File: config.mk
export PLATFORM = sky130hd
export DESIGN_NAME = nip_window_writer
export DESIGN_NICKNAME = d
export VERILOG_FILES = /design/src/rtl/nip_window_writer_pkg.sv /design/src/rtl/nip_window_sum.sv /design/src/rtl/nip_window_writer.sv
export SDC_FILE = /design/constraint.sdc
export NUM_CORES = 1
export LEC_CHECK = 0
export CORE_ASPECT_RATIO = 0.8
export CORE_MARGIN = 2
export CORE_UTILIZATION = 45
export CTS_CLUSTER_DIAMETER = 30
export DETAILED_ROUTE_END_ITERATION = 8
export GPL_ROUTABILITY_DRIVEN = 0
export GPL_TIMING_DRIVEN = 0
export PLACE_DENSITY = 0.64
export SETUP_SLACK_MARGIN = 0.2
export SLEW_MARGIN = 20
export SYNTH_ARGS = -nofsm -noshare
export SYNTH_HDL_FRONTEND = slang
export SYNTH_HIERARCHICAL = 1
export SYNTH_SLANG_ARGS = --single-unit
File: constraint.sdc
create_clock -name clk -period 4.18 [get_ports clk]
set_input_delay 0.836 -clock clk [delete_from_list [all_inputs] [get_ports clk]]
set_output_delay 0.836 -clock clk [all_outputs]
set_load 0.01 [all_outputs]
File: src/rtl/nip_window_writer_pkg.sv
// Shared parameters, FSM encoding and width helpers for the window writer slice.
// Defaults describe the full-size image; benches and integrators override them per instance.
package nip_window_writer_pkg;

    localparam int K_DEF                 = 3;
    localparam int PIXEL_WIDTH_DEF       = 8;
    localparam int IMG_W_DEF             = 512;
    localparam int IMG_H_DEF             = 512;
    localparam int SHIFT_DEF             = 0;
    localparam int OMEM_W_ADDR_WIDTH_DEF = 18;

    typedef enum logic [1:0] {
        ST_IDLE  = 2'd0,
        ST_RUN   = 2'd1,
        ST_FLUSH = 2'd2,
        ST_DONE  = 2'd3
    } state_t;

    // Full-precision width of a K*K pixel sum.
    function automatic int sum_width(input int k, input int pw);
        return pw + $clog2(k * k);
    endfunction

    function automatic int out_pixels(input int w, input int h, input int k);
        return (w - k + 1) * (h - k + 1);
    endfunction

    // Counter width for a 0..n-1 range, never below one bit.
    function automatic int cnt_width(input int n);
        return (n > 1) ? $clog2(n) : 1;
    endfunction

endpackage

File: src/rtl/nip_window_sum.sv
// Two-stage box-filter adder: stage 1 registers per-row sums, stage 2 the total, shift and saturation.
// Latency 2 cycles, one result per cycle, no backpressure; kill drops everything in flight.
module nip_window_sum
    import nip_window_writer_pkg::*;
#(
    parameter int K           = K_DEF,
    parameter int PIXEL_WIDTH = PIXEL_WIDTH_DEF,
    parameter int SHIFT       = SHIFT_DEF,
    parameter int SUM_WIDTH   = sum_width(K, PIXEL_WIDTH)
) (
    input  logic                                 clk,
    input  logic                                 rst,
    input  logic                                 kill,
    input  logic                                 in_vld,
    input  logic [K-1:0][K-1:0][PIXEL_WIDTH-1:0] win,
    output logic                                 stage1_vld,
    output logic                                 out_vld,
    output logic [PIXEL_WIDTH-1:0]               out_dat
);

    localparam logic [SUM_WIDTH-1:0] PIX_MAX = SUM_WIDTH'((1 << PIXEL_WIDTH) - 1);

    logic [K-1:0][SUM_WIDTH-1:0] row_sum_c;
    logic [K-1:0][SUM_WIDTH-1:0] row_sum_q;
    logic [SUM_WIDTH-1:0]        total_c;
    logic [SUM_WIDTH-1:0]        scaled_c;
    logic [PIXEL_WIDTH-1:0]      sat_c;

    // win is indexed [column][row]; each row is summed across the K columns.
    always_comb begin
        row_sum_c = '0;
        for (int r = 0; r < K; r++) begin
            for (int c = 0; c < K; c++) begin
                row_sum_c[r] = row_sum_c[r] + SUM_WIDTH'(win[c][r]);
            end
        end
    end

    always_comb begin
        total_c = '0;
        for (int r = 0; r < K; r++) begin
            total_c = total_c + row_sum_q[r];
        end
        scaled_c = total_c >> SHIFT;
        sat_c    = (scaled_c > PIX_MAX) ? '1 : scaled_c[PIXEL_WIDTH-1:0];
    end

    always_ff @(posedge clk or posedge rst) begin
        if (rst) begin
            stage1_vld <= 1'b0;
            row_sum_q  <= '0;
        end else begin
            stage1_vld <= in_vld && !kill;
            if (in_vld) begin
                row_sum_q <= row_sum_c;
            end
        end
    end

    always_ff @(posedge clk or posedge rst) begin
        if (rst) begin
            out_vld <= 1'b0;
            out_dat <= '0;
        end else begin
            out_vld <= stage1_vld && !kill;
            if (stage1_vld && !kill) begin
                out_dat <= sat_c;
            end
        end
    end

endmodule

File: src/rtl/nip_window_writer.sv
// Assembles KxK windows from the column stream and writes box-filtered pixels to sequential addresses.
// Column accepted at edge t is written at edge t+2; fully pipelined, no backpressure (columns outside RUN are dropped).
module nip_window_writer
    import nip_window_writer_pkg::*;
#(
    parameter int K                 = K_DEF,
    parameter int PIXEL_WIDTH       = PIXEL_WIDTH_DEF,
    parameter int IMG_W             = IMG_W_DEF,
    parameter int IMG_H             = IMG_H_DEF,
    parameter int SHIFT             = SHIFT_DEF,
    parameter int OMEM_W_ADDR_WIDTH = OMEM_W_ADDR_WIDTH_DEF
) (
    input  logic                         clk,
    input  logic                         rst,
    input  logic                         start,
    input  logic                         col_valid,
    input  logic [K*PIXEL_WIDTH-1:0]     col_in,
    output logic [OMEM_W_ADDR_WIDTH-1:0] out_addr,
    output logic [PIXEL_WIDTH-1:0]       out_data,
    output logic                         out_we,
    output logic                         done
);

    localparam int SUM_WIDTH  = sum_width(K, PIXEL_WIDTH);
    localparam int OUT_PIXELS = out_pixels(IMG_W, IMG_H, K);
    localparam int XW         = cnt_width(IMG_W);
    localparam int YW         = cnt_width(IMG_H - K + 1);

    localparam logic [XW-1:0] X_LAST  = XW'(IMG_W - 1);
    localparam logic [XW-1:0] X_FIRST = XW'(K - 1);
    localparam logic [YW-1:0] Y_LAST  = YW'(IMG_H - K);

    state_t state;
    state_t next_state;

    logic [XW-1:0]                        x;
    logic [YW-1:0]                        y;
    logic [K-1:0][K-1:0][PIXEL_WIDTH-1:0] win;
    logic                                 win_vld;
    logic [OMEM_W_ADDR_WIDTH-1:0]         wr_cnt;
    logic                                 accept;
    logic                                 last_col;
    logic                                 stage1_vld;

    // start wins over a same-cycle column, which is simply dropped.
    assign accept   = (state == ST_RUN) && col_valid && !start;
    assign last_col = (x == X_LAST) && (y == Y_LAST);

    always_comb begin
        next_state = state;
        if (start) begin
            next_state = ST_RUN;
        end else begin
            case (state)
                ST_IDLE:  next_state = ST_IDLE;
                ST_RUN:   if (accept && last_col) next_state = ST_FLUSH;
                // The final result is on the output this cycle once both earlier stages are empty.
                ST_FLUSH: if (!win_vld && !stage1_vld) next_state = ST_DONE;
                ST_DONE:  next_state = ST_DONE;
                default:  next_state = ST_IDLE;
            endcase
        end
    end

    always_ff @(posedge clk or posedge rst) begin
        if (rst) begin
            state <= ST_IDLE;
            done  <= 1'b0;
        end else begin
            state <= next_state;
            done  <= (next_state == ST_DONE);
        end
    end

    always_ff @(posedge clk or posedge rst) begin
        if (rst) begin
            x       <= '0;
            y       <= '0;
            win_vld <= 1'b0;
        end else if (start) begin
            x       <= '0;
            y       <= '0;
            win_vld <= 1'b0;
        end else if (accept) begin
            win_vld <= (x >= X_FIRST);
            if (last_col) begin
                x <= '0;
                y <= '0;
            end else if (x == X_LAST) begin
                x <= '0;
                y <= y + YW'(1);
            end else begin
                x <= x + XW'(1);
            end
        end else begin
            win_vld <= 1'b0;
        end
    end

    // Window contents survive row wrap; win_vld alone decides whether they form a result.
    always_ff @(posedge clk or posedge rst) begin
        if (rst) begin
            win <= '0;
        end else if (accept) begin
            for (int c = 0; c < K - 1; c++) begin
                win[c] <= win[c+1];
            end
            win[K-1] <= col_in;
        end
    end

    // out_addr is loaded together with out_data so it holds the last written address.
    always_ff @(posedge clk or posedge rst) begin
        if (rst) begin
            wr_cnt   <= '0;
            out_addr <= '0;
        end else if (start) begin
            wr_cnt   <= '0;
            out_addr <= '0;
        end else if (stage1_vld) begin
            out_addr <= wr_cnt;
            wr_cnt   <= wr_cnt + OMEM_W_ADDR_WIDTH'(1);
        end
    end

    nip_window_sum #(
        .K           (K),
        .PIXEL_WIDTH (PIXEL_WIDTH),
        .SHIFT       (SHIFT),
        .SUM_WIDTH   (SUM_WIDTH)
    ) u_sum (
        .clk        (clk),
        .rst        (rst),
        .kill       (start),
        .in_vld     (win_vld),
        .win        (win),
        .stage1_vld (stage1_vld),
        .out_vld    (out_we),
        .out_dat    (out_data)
    );

endmodule

; Word-level counts from Yosys, hierarchy flattened
; Cells that the tools add are included.
[totals]
register_bits = 176
in_bits = 28
output_inout_bits = 28
wordCells = 75
[op_classes]
addsub = 11
n_lt_le_gt_ge = 2
n_eq_ne = 6
muxes = 19
reduce_logical = 15
[ops]
columns = cell, n
row1 = two-way mux 18 bit, 4
row2 = two-way mux 9 bit, 8
row3 = adder 12 x 8 -> 12 bit, 3
row4 = adder 8 x 8 -> 9 bit, 3
row5 = adder 12 bit, 2
row6 = adder 18 x 1 -> 18 bit (second input constant), 1
row7 = adder 9 x 1 -> 9 bit (second input constant), 2
row8 = equality test 9 bit (second input constant), 2
row9 = > comparator 12 x 8 -> 1 bit (second input constant), 1
row10 = >= comparator 9 x 2 -> 1 bit (second input constant), 1
row11 = two-way mux 8 bit, 1
row12 = case mux 2 bit (4 select lines), 1
row13 = logical AND 1 bit, 7
row14 = equality test 2 bit (second input constant), 3
row15 = two-way mux 2 bit, 3
row16 = nonzero test 2 bit, 2
row17 = logical NOT 1 bit, 3
row18 = nonzero test 3 bit, 1
row19 = equality test 2 x 1 -> 1 bit (second input constant), 1
row20 = logical NOT 2 bit, 1
row21 = two-way mux 1 bit, 2
row22 = AND reduction 2 bit, 1

; Depth between registers and ports, before layout
; Gate-level depths: netlist of run 1.
[depth]
ltp_word = 8
depth_mapped = 12
ltp_nobuf = 12

; Cells and area by module
; Netlist of run 1, hierarchy kept.
[modules_own_cells]
columns = mod, instances, cells_per_inst, area_per_inst_um2, seq_area_each_um2
row1 = nip_window_writer, 1, 426, 5425.2, 3253.1
row2 = nip_window_sum, 1, 319, 3448.3, 1001.0

; Worst setup path after synthesis of run 1
; Ideal clock, no wire load.
[synth_path]
path_type = register to register
start = register u_sum/row_sum_q[1] in the netlist's numbering
end = register u_sum.out_dat[3]
setup_ns = 0.126
arrival_ns = 2.752
required_ns = 4.054
path_slack_ns = 1.302
path_stages_with_launch = 12
n_path_buf = 0
synth_period_minus_slack_ns = 2.878
path_cell_list = dfrtp_1 inv_1 fa_1 inv_1 ha_1 fa_1 a21o_1 a221oi_2 o21ai_2 nor3_4 o21ai_4 o32a_1
[synth_via]
elab_chain_cells = 4
[synth_rtl]
columns = item, line_no
row1 = from (decl), nip_window_sum.sv:24  ; logic [K-1:0][SUM_WIDTH-1:0] row_sum_q;
row2 = from (signal assigned), nip_window_sum.sv:55  ; row_sum_q <= row_sum_c;
row3 = adder 12 bit (*) (2 in series), nip_window_sum.sv:42  ; total_c = total_c + row_sum_q[r];
row4 = > comparator 12 x 8 -> 1 bit, nip_window_sum.sv:45  ; sat_c = (scaled_c > PIX_MAX) ? '1 : scaled_c[PIXEL_WIDTH-1:0];
row5 = two-way mux 8 bit (*), nip_window_sum.sv:45
row6 = to (signal assigned), nip_window_sum.sv:67  ; out_dat <= sat_c;
row7 = to (decl), nip_window_sum.sv:18  ; output logic [PIXEL_WIDTH-1:0] out_dat
; Every way passes the cells marked *; elsewhere a longest branch is shown, timed or not.
; A chain may end at the register's enable or synchronous reset.

; Worst setup path after layout of run 1
[layout_path]
start = register u_sum/row_sum_q[1] in the netlist's numbering
end = register u_sum.out_dat[4]
; Same word-level chain as after synthesis.

==> results of run 1 <==
## per-stage QoR
stage	std cells	instance area [um^2]	worst slack, ps	hold WS [ps]
2_1_floorplan	745	8880	1300	471
3_3_place_gp	1058	9750	554	489
3_5_place_dp	1062	9830	983	491
4_1_cts	1094	10400	1050	508
5_1_grt	1094	10400	862	520
6_report	1094	10400	1060	502
## final timing paths
kind                                  endpoint  slack (ps)  cells after the start
setup / recovery              u_sum/out_dat[4]        1060                     11
hold / removal                u_sum/out_dat[3]         500                      1
setup reg to reg              u_sum/out_dat[4]        1060                     11
hold reg to reg               u_sum/out_dat[3]         500                      1
max in group asynchronous                 x[6]        2400                      4
min in group asynchronous  u_sum/row_sum_q[14]         760                      2
## sequential cells by signal, summed over array words and instances (netlist names)
signal,count
u_sum/out_dat,8
win,72
done,1
u_sum/stage1_vld,1
u_sum/row_sum_q,30
wr_cnt,18
y,9
x,9
out_addr,18
u_sum/out_vld,1
win_vld,1
state,2
## metal layers
layer	track usage [%]	vias up	wire length, um
met5	0	-	0
met4	6.46	0	269
met3	3.01	23	636
met2	29.1	111	7980
met1	27.1	2893	8970
li1	-	2782	-
## area by class of cell
type | instances | area, um^2 | share of cell area, %
well taps | 258 | 323 | 3.10
clock inverters | 15 | 166 | 1.60
multi-input cells | 501 | 4330 | 41.5
inverters | 49 | 188 | 1.80
flip-flops and latches | 170 | 4250 | 40.8
plain buffers | 25 | 109 | 1.04
clock buffers | 17 | 425 | 4.08
repair buffers | 59 | 631 | 6.05
## synthesized netlist by cell type, types with 3 or more instances
library cell and count:
sky130_fd_sc_hd__a21o_1 13, sky130_fd_sc_hd__a21oi_1 36, sky130_fd_sc_hd__a31oi_1 3, sky130_fd_sc_hd__and2_1 3, sky130_fd_sc_hd__and3_1 5, sky130_fd_sc_hd__and4_1 3
sky130_fd_sc_hd__buf_1 7, sky130_fd_sc_hd__buf_2 8, sky130_fd_sc_hd__clkbuf_1 8, sky130_fd_sc_hd__dfrtp_1 170, sky130_fd_sc_hd__fa_1 38, sky130_fd_sc_hd__ha_1 36
sky130_fd_sc_hd__inv_1 48, sky130_fd_sc_hd__mux2_2 82, sky130_fd_sc_hd__mux2i_1 20, sky130_fd_sc_hd__nand2_1 25, sky130_fd_sc_hd__nand3_1 13, sky130_fd_sc_hd__nand4_1 5
sky130_fd_sc_hd__nor2_1 58, sky130_fd_sc_hd__nor2b_1 5, sky130_fd_sc_hd__nor3_1 19, sky130_fd_sc_hd__o211ai_1 6, sky130_fd_sc_hd__o21a_1 6, sky130_fd_sc_hd__o21ai_0 24
sky130_fd_sc_hd__o31a_1 3, sky130_fd_sc_hd__o31ai_1 4, sky130_fd_sc_hd__o32a_1 8, sky130_fd_sc_hd__or3_1 11, sky130_fd_sc_hd__or4_1 4, sky130_fd_sc_hd__xnor2_1 19
sky130_fd_sc_hd__xor2_1 13
## kinds of logic after synthesis
group | after synthesis | synth area share (%)
flops | 170 | 47.9
simple gates | 168 | 9.84
compound gates | 125 | 9.45
mux | 102 | 12.7
buf+inv | 74 | 3.30
fa+ha+maj | 74 | 13.6
xor+xnor | 32 | 3.16
## report_power, final
| group | switching [uW] | total [uW] | internal [uW] |
|---|---|---|---|
| Clock | 761 | 1570 | 808 |
| Combinational | 1790 | 3380 | 1590 |
| Sequential | 301 | 2300 | 2000 |
## critical path: cells and delay by family, from the launching register on
family,cells,cell delay (ps)
flops,1,340
simple gates,1,210
fa+ha+maj,3,1160
buf+inv,2,110
compound gates,5,1160
==> metrics list, run 1 <==
- The share of the Yosys chip area taken by registers is 47.9%.
- In the synthesized netlist the dominant register cell turns out to be sky130_fd_sc_hd__dfrtp_1.
* Number of nets with antenna violations after routing: 0
* Shortest period the worst path allows: 3120 ps
- The first global-routing pass estimated 30.8 mm of wire.
* Final-layout fill cell count: 1,653
* Mean number of vias per cell: 5.31
- Entering global routing, the biggest net connects 37 pins.
- Critical path data arrival time: 3440 ps
* Final total power: 7250 uW
- Yosys warnings: 6
- The routed design has 17.9 mm of wire.
* Synthesized flop and latch total: 170
* CP cell instances: inv_1, fa_1, inv_1, ha_1, fa_1, a21o_1, a221oi_2, o21ai_2, nor3_4, o21ai_4, o32a_1
* Max-slew violation count: 0
- FF-to-FF Start: u_sum/row_sum_q[1]
- For the final routed database, the setup TNS stands at 0 ps.
- At the pin with the least slew margin, the transition time is 799 ps.
- After clock tree synthesis, the repair step resized 0 gates.
- Buffers inserted to repair hold after CTS numbered 0.
- Required time at the endpoint of the critical path: 4500 ps
- Ranked by total cell area, the synthesized netlist is headed by sky130_fd_sc_hd__dfrtp_1 (48%), sky130_fd_sc_hd__mux2_2 (10%), sky130_fd_sc_hd__fa_1 (8.6%).
- The clock passes through at most 2 buffers.
- Initial cell density of the core: 46.4%
* Power per cell area: 696 mW/mm^2
- Critical path endpoint category: flip-flop
- A synthesized cell averages 11.9 um^2.
- The worst setup path is launched from a flip-flop.
- Headroom to the max-slew limit came out at 46.5%.
- Cells fill 54.4% of the core in the end.
- Root Buffer Master: sky130_fd_sc_hd__clkbuf_16
* Gate count after technology mapping: 745
* Aggregate global routing overflow: 0
- The via count of the first global-routing pass came to 6,106.
* Antenna violations before repair: 0
- Clock tree from TritonCTS: built
- Detailed router's first-iteration violation count: 275
- Buffers placed on the I/O ports in this run total 55.
- Chip Width: 161 um
- Count of flip-flops with a built-in enable after synthesis: 0
- Class of the worst hold path: reg -> reg
* Max Clk Rate: 321 MHz
- Number of DRC violations after detailed routing: 0
- Detailed-routing iteration count for the pre-antenna-repair pass: 4
- Clock Pin Slew Worst Setup and Hold Paths: 80 ps
* Clock Sinks: 170
- Combined area of all synthesized cells: 0.00887 mm^2
* Maximum resistive drop on vdd: 0.374 mV
- The hold violation total from the final report is 0.
- Average wire per standard cell: 16.3 um
- Post-CTS setup buffer count: 0
* Biggest fanout along the worst timing path: 8
- Via count: 5,809
- In the layout the commonest cells are sky130_fd_sc_hd__dfrtp_1 (170), sky130_fd_sc_hd__mux2_2 (82), sky130_fd_sc_hd__nor2_1 (58).
* Leakage power of the design: 0.00452 uW
- When the netlist entered floorplanning its net count stood at 847.
* Layout Area Growth over Synthesis: 17.5%
* Max-cap violations: 0
- Maximum clock skew at final layout: 10.5 ps
- In this run the number of H-tree levels came out at 4.
- Cell taking the most area after synthesis: sky130_fd_sc_hd__dfrtp_1
- The final layout contains 925 nets.
- Summed over all nets, the half-perimeter wirelength after detailed placement is 13.4 mm.
* Share of flip-flops with an asynchronous set or reset after synthesis: 100%
* Placeable Area: 0.0191 mm^2
- Most common cell after layout, fill and taps aside: sky130_fd_sc_hd__dfrtp_1
- The top cell type by area accounts for 47.9% of the synthesized area.
- The repair_antennas step left the layout with diodes totalling 0.
- Maximum single-stage delay on the critical path: 520 ps
- Critical path class: reg -> reg
- In this run the most critical hold path is launched from u_sum/out_dat[3].
- Distinct cell type count of the synthesized netlist: 64
* Die H: 130 um
- Number of placement rows: 45
- Setup repair after global routing left no endpoint under its margin.
- For this design, the slowest cell found on the critical path is sky130_fd_sc_hd__fa_1.
- Result of the run: finished, final reports clean
- Finish-stage setup viols: 0
- Layout cell share with drive strength beyond 1: 17.2%
- Clock insertion delay at the later pin of the skew report: 440 ps
- Across every metal layer, demand over resource in global routing totals 18.8%.
- Buffers inserted during clock tree synthesis total 17.
* Floorplan die area: 0.0209 mm^2
* Crit path launch: u_sum/row_sum_q[1]
- The worst path uses 74.6% of the clock period.
- Ports placed on the boundary: 56
(Power assumes the default switching activity.)
==> inputs of run 2 (changes only) <==
Clock period 4.18 ns to 2.7 ns, I/O delays scaled along.
==> run 2 against run 1 <==
- the run now ends with negative setup slack left
- count of clock-buffer cells in the layout is the same
- core utilization increased by 0.99 points
- flip-flop and latch count did not move
- design area grew 1.8%
- sequential share of layout area is 0.73 points lower
- worst setup slack lost 1200 ps
- combinational power is 76% higher
- hold slack lost 48 ps
- non-clock buffer count grew 10
- routed wire length is 2.6% higher
- via count increased by 2.6%
- die area stayed put
- highest routed layer unchanged
==> metrics list, run 2 (synthesis gave the netlist of run 1 again) <==
- Max-slew violation count: 0 (unchanged)
- Antenna violations before repair: 0 (unchanged)
- Area occupied by multi-input gates: 0.00443 mm^2 (was 0.00433 mm^2)
- Placeable Area: 0.0191 mm^2 (unchanged)
- Result of the run: complete, but fails checks (was finished, final reports clean)
* Max Clk Rate: 351 MHz (was 321 MHz)
* Leakage power of the design: 0.00455 uW (was 0.00452 uW)
- Number of DRC violations after detailed routing: 0 (unchanged)
- The layout filler cell count came to 1,647 (was 1,653).
- Number of I/O port buffers: 55 (unchanged)
- The category of the critical setup timing path is reg -> reg (unchanged).
* Register-to-register path setup slack: -150 ps (was 1060 ps)
- The fraction of the cycle the final worst path needs came to 106% (was 74.6%).
- The worst-case clock buffer depth came to 2 (unchanged).
- Initial cell density of the core: 46.4% (unchanged)
- Final HPWL from detailed placement: 13.1 mm (was 13.4 mm)
- The standard-cell row count is 45 (unchanged).
- The fraction of layout instances using a drive strength above 1 was 21.6% (was 17.2%).
- The endpoint kind of the worst setup timing path is a flip-flop (unchanged).
* Largest delay share family, worst path: compound AO/OA/AOI/OAI gates (unchanged)
* CP Launch Type: flip-flop (unchanged)
- The post-detailed-route count of antenna-violating nets came to 0 (unchanged).
- Vias in the first global route: 6,032 (was 6,106)
- The number of DRC markers in iteration 0 is 334 (was 275).
* Aggregate global routing overflow: 0 (unchanged)
* Unrepaired setup endpoints after global routing: true (was false)
- Setup slack at placement: -203 ps (was 983 ps)
- Chip Width: 161 um (unchanged)
* Max reg flops: 72 (unchanged)
* Failing checks: negative setup slack
- Via count: 5,961 (was 5,809)
* Commonest cells after routing, fill and taps aside: sky130_fd_sc_hd__dfrtp_1 (170), sky130_fd_sc_hd__mux2_2 (82), sky130_fd_sc_hd__nor2_1 (58) (unchanged)
- The number of inserted diodes is 0 (unchanged).
- The height of the die was 130 um (unchanged).
- CP cell instances: inv_2, fa_1, inv_1, ha_2, fa_2, a21o_1, a221oi_4, o21ai_2, nor3_4, o21ai_4, o32a_1 (was inv_1, fa_1, inv_1, ha_1, fa_1, a21o_1, a221oi_2, o21ai_2, nor3_4, o21ai_4, o32a_1)
- The worst-skew pair later-pin latency was 430 ps (was 440 ps).
- Detailed-routing iteration count for the pre-antenna-repair pass: 7 (was 4)
- The register ranked first by flip-flop count is win (unchanged).
- The CTS tree was built (unchanged).
* Max-cap violations: 0 (unchanged)
- Post-detailed-routing wire length: 18.3 mm (was 17.9 mm)
* Register cell area after layout: 0.00425 mm^2 (unchanged)
- Registers with the most flip-flops: win: 72 flops, u_sum/row_sum_q: 30 flops (unchanged)
- Finish-stage setup viols: 8 (was 0)
- The slew at the pin with the worst max-slew slack was 856 ps (was 799 ps).
- The via density per instance is 5.40 (was 5.31).
* H-Tree Level Count: 4 (unchanged)
- Utilization after layout: 55.4% (was 54.4%)
- Maximum single-stage delay on the critical path: 520 ps (about the same)
- The combined buffer and inverter count along the critical path was 2 (unchanged).
- Required time at the endpoint of the critical path: 3020 ps (was 4500 ps)
- The clock sink count was 170 (unchanged).
- Most common cell after layout, fill and taps aside: sky130_fd_sc_hd__dfrtp_1 (unchanged)
- Layout Area Growth over Synthesis: 19.6% (was 17.5%)
- The pin count of the biggest net entering global routing came to 36 (was 37).
- Combined global-route utilization of all metal layers: 18.6% (was 18.8%)
- The post-layout minimum cycle time was 2850 ps (was 3120 ps).
- Power per cell area: 1130 mW/mm^2 (was 696 mW/mm^2)
- The type of the worst min-delay path was in -> async (was reg -> reg).
- Root Buffer Master: sky130_fd_sc_hd__clkbuf_16 (unchanged)
- The number of nets in the finished design was 935 (was 925).
- Clock Pin Slew Worst Setup and Hold Paths: 70 ps (was 80 ps)
- CP max stage cell: sky130_fd_sc_hd__fa_1 (unchanged)
* Floorplan die area: 0.0209 mm^2 (unchanged)
* Cts bufs inserted: 17 (unchanged)
- Biggest fanout along the worst timing path: 8 (unchanged)
- The final setup slack of the worst path was -149 ps (was 1060 ps).
- Maximum resistive drop on vdd: 0.632 mV (was 0.374 mV)
* Count of final hold-check violations: 0 (unchanged)
* Average wire per standard cell: 16.6 um (was 16.3 um)
- The I/O pin count is 56 (unchanged).
- The relative slew slack is 42.7% (was 46.5%).
- Critical path data arrival time: 3170 ps (was 3440 ps)
* First-pass GRT wire length: 30.6 mm (was 30.8 mm)
* Maximum clock skew at final layout: 10.4 ps (was 10.5 ps)
[run 2: cell count changes in the layout (fill, tap and decap cells not counted), moves of 5 or more]
cell / change
sky130_fd_sc_hd__buf_4: +9
sky130_fd_sc_hd__o21ai_0: -7
sky130_fd_sc_hd__a21oi_1: -6
sky130_fd_sc_hd__a21oi_2: +6
sky130_fd_sc_hd__clkinvlp_4: +6
sky130_fd_sc_hd__ha_1: -6
sky130_fd_sc_hd__ha_2: +5
sky130_fd_sc_hd__o21ai_1: +5
[run 2: where the power goes]
group	internal [uW]	total, uW	leakage, uW	switching (uW)
clock	1300	2430	0.000266	1130
combinational	2880	5960	0.00214	3080
sequential	3100	3550	0.00215	451
[run 2: routing by layer]
metal,track usage (%),up-vias,routed length [um]
li1,-,2793,-
met1,26.4,3018,9090
met2,29.4,129,8390
met3,3.84,21,628
met4,4.73,0,202
met5,0,-,0
[run 2: cell type report]
type | count | area share, %
flip-flops and latches | 170 | 40.1
repair buffers | 69 | 6.77
inverters | 49 | 1.77
clock buffers | 17 | 4.01
clock inverters | 15 | 1.49
multi-input cells | 501 | 41.8
plain buffers | 25 | 1.06
well taps | 258 | 3.04
[run 2: timing repair]
| action | in CTS | in global routing |
|---|---|---|
| gates cloned | 0 | 0 |
| pin swaps | 5 | 15 |
| setup buffers | 4 | 5 |
| hold buffers | 0 | 0 |
| resized for setup | 10 | 29 |
| setup endpoints to repair | 15 | 96 |
[run 2: through the flow]
step | instances | setup TNS, ps | area [um^2] | power, uW | hold WS, ps
floorplan | 745 | 0 | 8890 | 7530 | 471
CTS | 1099 | -684 | 10500 | 11600 | 453
detailed placement | 1063 | -15770 | 9860 | 8850 | 495
finish | 1104 | -1000 | 10600 | 11900 | 454
global route | 1104 | -1770 | 10600 | 12800 | 473
global placement | 1058 | -91250 | 9760 | 8660 | 489
[run 2: final timing paths]
check,startpoint,end,cells past startpoint
worst max-delay path,u_sum/row_sum_q[1],u_sum/out_dat[3],11
worst min-delay path,rst,u_sum/out_dat[4],2
worst min register to register,u_sum/out_dat[5],u_sum/out_dat[5],1
worst max register to register,u_sum/row_sum_q[1],u_sum/out_dat[3],11
max in group asynchronous,rst,wr_cnt[8],5
min in group clk,u_sum/out_dat[5],u_sum/out_dat[5],1
